===== src/rtl/clock_divider_multi.sv =====
// Multi-channel clock divider with per-channel runtime half-period updates applied on toggle edges.
// Optional feature: define CLOCK_DIVIDER_SYNC_EN to add a global phase-align input `sync`.
module clock_divider_multi #(
    parameter int unsigned CHANNELS           = 4,
    parameter int unsigned CHANNEL_BIT_WIDTH  = 2,
    parameter int unsigned DIV_HALF_BIT_WIDTH = 16,
    parameter int unsigned DEFAULT_DIV_HALF   = 1
) (
    input  logic                          clk,
    input  logic                          reset_n,
`ifdef CLOCK_DIVIDER_SYNC_EN
    input  logic                          sync,
`endif
    input  logic [CHANNELS-1:0]           ch_enable,
    input  logic                          cfg_valid,
    output logic                          cfg_ready,
    input  logic [CHANNEL_BIT_WIDTH-1:0]  cfg_channel,
    input  logic [DIV_HALF_BIT_WIDTH-1:0] cfg_div_half,
    output logic [CHANNELS-1:0]           clk_div,
    output logic [CHANNELS-1:0]           clk_tick
);

    typedef logic [DIV_HALF_BIT_WIDTH-1:0] half_t;

    half_t               half_q [CHANNELS];
    half_t               half_d [CHANNELS];
    half_t               pend_q [CHANNELS];
    half_t               pend_d [CHANNELS];
    half_t               num_q  [CHANNELS];
    half_t               num_d  [CHANNELS];
    half_t               eff    [CHANNELS];
    logic [CHANNELS-1:0] flag_q;
    logic [CHANNELS-1:0] flag_d;
    logic [CHANNELS-1:0] div_q;
    logic [CHANNELS-1:0] div_d;
    logic [CHANNELS-1:0] tick_q;
    logic [CHANNELS-1:0] tick_d;
    logic [CHANNELS-1:0] cfg_hit;
    logic [CHANNELS-1:0] terminal;

    // Out-of-range channel indices stay ready so the write is accepted and dropped.
    always_comb begin
        cfg_ready = 1'b1;
        for (int unsigned i = 0; i < CHANNELS; i++) begin
            if (32'(cfg_channel) == i) begin
                cfg_ready = ~flag_q[i];
            end
        end
    end

    always_comb begin
        cfg_hit  = '0;
        terminal = '0;
        for (int unsigned i = 0; i < CHANNELS; i++) begin
            eff[i]      = (half_q[i] == '0) ? half_t'(1) : half_q[i];
            terminal[i] = (num_q[i] == eff[i] - half_t'(1));
            cfg_hit[i]  = cfg_valid && cfg_ready && (32'(cfg_channel) == i);
        end
    end

    always_comb begin
        half_d = half_q;
        pend_d = pend_q;
        num_d  = num_q;
        flag_d = flag_q;
        div_d  = div_q;
        tick_d = '0;
        for (int unsigned i = 0; i < CHANNELS; i++) begin
`ifdef CLOCK_DIVIDER_SYNC_EN
            if (sync) begin
                num_d[i] = '0;
                div_d[i] = 1'b0;
                if (flag_q[i]) begin
                    half_d[i] = pend_q[i];
                    flag_d[i] = 1'b0;
                end
                if (cfg_hit[i]) begin
                    half_d[i] = cfg_div_half;
                end
            end else
`endif
            if (!ch_enable[i]) begin
                num_d[i] = '0;
                div_d[i] = 1'b0;
                if (flag_q[i]) begin
                    half_d[i] = pend_q[i];
                    flag_d[i] = 1'b0;
                end
                if (cfg_hit[i]) begin
                    half_d[i] = cfg_div_half;
                end
            end else begin
                if (terminal[i]) begin
                    div_d[i]  = ~div_q[i];
                    tick_d[i] = ~div_q[i];
                    num_d[i]  = '0;
                    if (flag_q[i]) begin
                        half_d[i] = pend_q[i];
                        flag_d[i] = 1'b0;
                    end
                end else begin
                    num_d[i] = num_q[i] + half_t'(1);
                end
                // A write landing on a toggle edge is only staged; it takes effect next toggle.
                if (cfg_hit[i]) begin
                    pend_d[i] = cfg_div_half;
                    flag_d[i] = 1'b1;
                end
            end
        end
    end

    always_ff @(posedge clk) begin
        if (!reset_n) begin
            for (int unsigned i = 0; i < CHANNELS; i++) begin
                half_q[i] <= half_t'(DEFAULT_DIV_HALF);
                pend_q[i] <= '0;
                num_q[i]  <= '0;
            end
            flag_q <= '0;
            div_q  <= '0;
            tick_q <= '0;
        end else begin
            half_q <= half_d;
            pend_q <= pend_d;
            num_q  <= num_d;
            flag_q <= flag_d;
            div_q  <= div_d;
            tick_q <= tick_d;
        end
    end

    assign clk_div  = div_q;
    assign clk_tick = tick_q;

    tick_within_high: assert property (@(posedge clk) disable iff (!reset_n)
        (clk_tick & ~clk_div) == '0);

endmodule


===== config.mk =====
export PLATFORM = sky130hd
export DESIGN_NAME = clock_divider_multi
export DESIGN_NICKNAME = d
export VERILOG_FILES = /design/src/rtl/clock_divider_multi.sv
export SDC_FILE = /design/constraint.sdc
export NUM_CORES = 1
export LEC_CHECK = 0
export CAP_MARGIN = 30
export CELL_PAD_IN_SITES_DETAIL_PLACEMENT = 2
export CELL_PAD_IN_SITES_GLOBAL_PLACEMENT = 2
export CORE_ASPECT_RATIO = 1.4
export CORE_MARGIN = 3
export CORE_UTILIZATION = 34
export DETAILED_ROUTE_END_ITERATION = 7
export GPL_TIMING_DRIVEN = 0
export PLACE_DENSITY_LB_ADDON = 0.08
export SYNTH_ARGS = -nofsm -noshare
export SYNTH_HDL_FRONTEND = slang
export SYNTH_SLANG_ARGS = --single-unit

===== constraint.sdc =====
create_clock -name clk -period 3.7 [get_ports clk]
set_input_delay 0.74 -clock clk [delete_from_list [all_inputs] [get_ports clk]]
set_output_delay 0.74 -clock clk [all_outputs]
set_load 0.1 [all_outputs]

==> results.md <==
* Share of async-settable or async-resettable flops after synthesis at 0%
* Number of global-route vias before repair at around 13000
* Max Slew Vio Count at 0
* Net switching fraction of the power at between 40% and 50%
* Initial cell density of the core at roughly a third
* Arrival @ worst endpoint at around 4000 ps
* Register bit total from synthesis at ~200
* Maximum capacitance violations at 0
* Part of the cycle the worst path needs at a little over nine tenths
* Cell-by-cell listing of the critical path: or4_4 > nor4_4 > a21oi_2 > ha_2 > xor3_1 > a211oi_2 > o211ai_1 > nor4_2 > nand4_1 > buf_4 > o31ai_4 > buf_6 > nor2_2
* Power density normalized to cell area at around 800 mW/mm^2
* Overall die height at between 200 and 250 um
* Type of the worst setup path: flip-flop to flip-flop
* Clock net sink count at around 200
* Non-Filler Cell Area, Final at between 0.01 and 0.015 sq mm
* Max IR drop VDD at ~0.73 mV
* Number of port buffers at 16
* Max Fclk at between 200 and 300 MHz
* Number of buffers and inverters on the critical path at 2
* Static Leak at around 5.0 nW
* Final Core Density at 40.25%
* Syn Inst Count at between 1500 and 2000
* Number of antenna violations at the first check in global routing at 0
* Fill cell count at 4149
* Leading cell type in the layout, fill and taps excluded: nand2_1
* FP Rows at just over 80
* Number of buffers created by CTS at 25
* Instance area at placement at roughly 0.013 sq mm
* Switching component of the power at between 5 and 6 mW
* Multi-input gate area in the final layout at ~0.0081 sq mm
* Hold Path Class: flip-flop to flip-flop
* Final setup vio count at 0
* Place WS at -1315 ps
* Post-synthesis cell area at between 0.01 and 0.015 sq mm
* Reg2reg path depth at 13
* Post-route clock skew at roughly 10 ps
* Share of power burned in registers at around a quarter
* Worst-case setup margin in the final layout at about 140 ps
* Syn-to-layout area delta at 15.74%
* CP Max Fanout at 5
* Detailed placement HPWL at 33250 um
* Global-route wire length before repair at a little over 70000 um
* Total global routing track utilization at ~22%
* CP Capture Type: flip-flop
* Required @ worst endpoint at between 4000 and 5000 ps
* Transition at the pin with the smallest max-transition slack at 986.3 ps
* Post-synth top area cell: dfxtp_1
* Result of the run: finished, final reports clean
* Post-route ant nets at 0
* Number of remaining DRC errors at 0
* Category of cells accounting for the largest share of critical-path delay: simple AND/OR/NAND/NOR gates
* Total negative setup slack at 0 ps
* Total die area at just under 0.04 sq mm
* Worst Hold Path Cells at 2
* Distinct cell type count after synthesis at 81
* Clk network pwr share at 19.5%
* Nets at 1662
* Clock latency reported for the late side of the worst-skew pair at between 500 and 600 ps
* Final min period at 3556 ps
* Vias at between 10000 and 15000
* Vias per cell at 5.599
* Critical path depth in cells at 13
* Slew margin rel. at between 30% and 40%
* Area share of the leading cell type in the synthesized netlist at 32.52%
* CP startpoint kind: flip-flop
* Largest stage delay, worst path at 580 ps
* Power share of the combinational group at a little under three fifths
* Final count of hold timing violations at 0
* Maximum number of buffers from clock root to sink at 3
* Internal power at between 6 and 7 mW
* Total of warnings raised by yosys at 0
* Floorplan core area at 0.03611 sq mm
* CTS H-tree depth at 1
* Final weighted congestion of routability-driven global placement at 0.7989
* CTS Root Buffer Type: clkbuf_16
* N_diodes at 0
* Largest net degree at the start of global routing at 12
* Clock slew at the register clock pins of the worst setup and hold paths at about 60 ps
* Commonest cells after routing, fill and taps aside: nand2_1 (266), dfxtp_1 (167), nor2_1 (124)
* Total routed wirelength at 44150 um
* Average cell area after synthesis at about 7.9 sq um
* Clock tree from TritonCTS: yes
* Number of DRC markers after the initial detailed-route iteration at between 400 and 500
* Register area share after synthesis at roughly 33%
* Average routed wire per standard cell at between 20 and 25 um
* Leftover overflow at the end of global routing at 0
* Top post-synthesis cells by area: dfxtp_1 (33%), mux2i_1 (8.4%), nand2_1 (7.9%)
* Top Ports at 34
* Crit-path slowest cell: or4_4
* Die width at between 150 and 200 um
* Number of detailed-routing iterations run before antenna repair at 5
* Layout cells sized above 1 at a little over an eighth
* Number of nets in the synthesized netlist at ~1600
* Number of flops mapped to enable cells by yosys at 0
* Combined flip-flop and latch cell area at a little over 0.004 sq mm
* Most frequently used flop master after synthesis: dfxtp_1
metrics by stage:
step	hold slack, ps	cells	power, mW
floorplan	440.0	1581	6.816
global placement	451.4	2059	8.172
detailed placement	465.6	2060	8.284
CTS	476.0	2102	11.75
global route	494.0	2104	12.57
finish	470.8	2104	11.80
worst paths after layout:
path / from / end / slack, ps
max: half_q[10]$_SDFFE_PN0P_ / num_q[0]$_SDFF_PP0_ / 140
min: pend_q[28]$_SDFFE_PN0P_ / pend_q[28]$_SDFFE_PN0P_ / 470
max reg2reg: half_q[10]$_SDFFE_PN0P_ / num_q[0]$_SDFF_PP0_ / 140
min reg2reg: pend_q[28]$_SDFFE_PN0P_ / pend_q[28]$_SDFFE_PN0P_ / 470
Yosys cell counts, types with 15 or more instances:
| library cell | n |
|---|---|
| mux2i_1 | 105 |
| nor3_1 | 20 |
| nand3_1 | 72 |
| clkbuf_1 | 98 |
| a21oi_1 | 51 |
| o22ai_1 | 15 |
| dfxtp_1 | 204 |
| nand2_1 | 266 |
| xnor2_1 | 69 |
| nor2b_1 | 22 |
| nand4_1 | 26 |
| xor2_1 | 50 |
| mux2_2 | 16 |
| nor2_1 | 127 |
| and3b_1 | 16 |
| clkbuf_2 | 16 |
| nor4_1 | 27 |
| o211ai_1 | 23 |
| a21boi_0 | 64 |
| o22a_1 | 15 |
| o21ai_0 | 46 |
| inv_1 | 19 |
| a211o_1 | 16 |
logic make-up after synthesis:
kind of cell	synth area share (%)
simple gates	26.53
compound gates	16.79
flops	32.52
buf+inv	4.901
mux	9.982
xor+xnor	8.488
fa+ha+maj	0.7970
worst register-to-register path, delay by kind of cell (launching register included):
| family | cells | cell delay, ps |
|---|---|---|
| adders and majority gates | 1 | 220 |
| DFF | 1 | 350 |
| xor gates and xnor gates | 1 | 190 |
| AOI/OAI and AO/OA | 4 | 810 |
| buffers and inverters | 2 | 380 |
| and+or+nand+nor | 5 | 1500 |
cell type report:
class / count / area share (%)
sequential: 204 / 28.50
inverter: 19 / 0.4906
timing repair buffer: 44 / 2.685
clock inverter: 4 / 0.1377
buffer: 106 / 3.340
multi-input combinational: 1229 / 56.01
clock buffer: 36 / 4.863
tap: 462 / 3.977
flip-flops by register name, indices dropped and copies added (netlist names):
| name | count |
|---|---|
| half_q | 64 |
| clk_div | 4 |
| num_q | 64 |
| clk_tick | 4 |
| pend_q | 64 |
| flag_q | 4 |
per-layer routing:
| metal | up-vias | wire [um] | part of all wire (%) | track usage (%) |
|---|---|---|---|---|
| li1 | 5671 | - | - | - |
| met1 | 5910 | 18010 | 41 | 25.24 |
| met2 | 132 | 23670 | 54 | 43.12 |
| met3 | 68 | 971 | 2.2 | 1.998 |
| met4 | 0 | 1499 | 3.4 | 7.496 |
| met5 | - | 0 | 0 | 0 |
power groups by stage:
| stage | Sequential [mW] | Clock [mW] | Combinational [mW] |
|---|---|---|---|
| 6_report | 2.83 | 2.30 | 6.67 |
| 3_3_place_gp | 2.71 | 0 | 5.46 |
| 2_1_floorplan | 2.85 | 0 | 3.97 |
| 5_1_grt | 2.88 | 2.47 | 7.22 |
| 4_1_cts | 2.76 | 2.37 | 6.62 |
| 3_5_place_dp | 2.73 | 0 | 5.55 |
timing repair:
item | in CTS | in global routing
hold buffers | 0 | 0
buffers inserted | 17 | 9
pin swaps | 21 | 16
setup endpoints to repair | 141 | 124
cloned | 1 | 0
resized for setup | 81 | 42
Power figures use the tool's default switching activity.
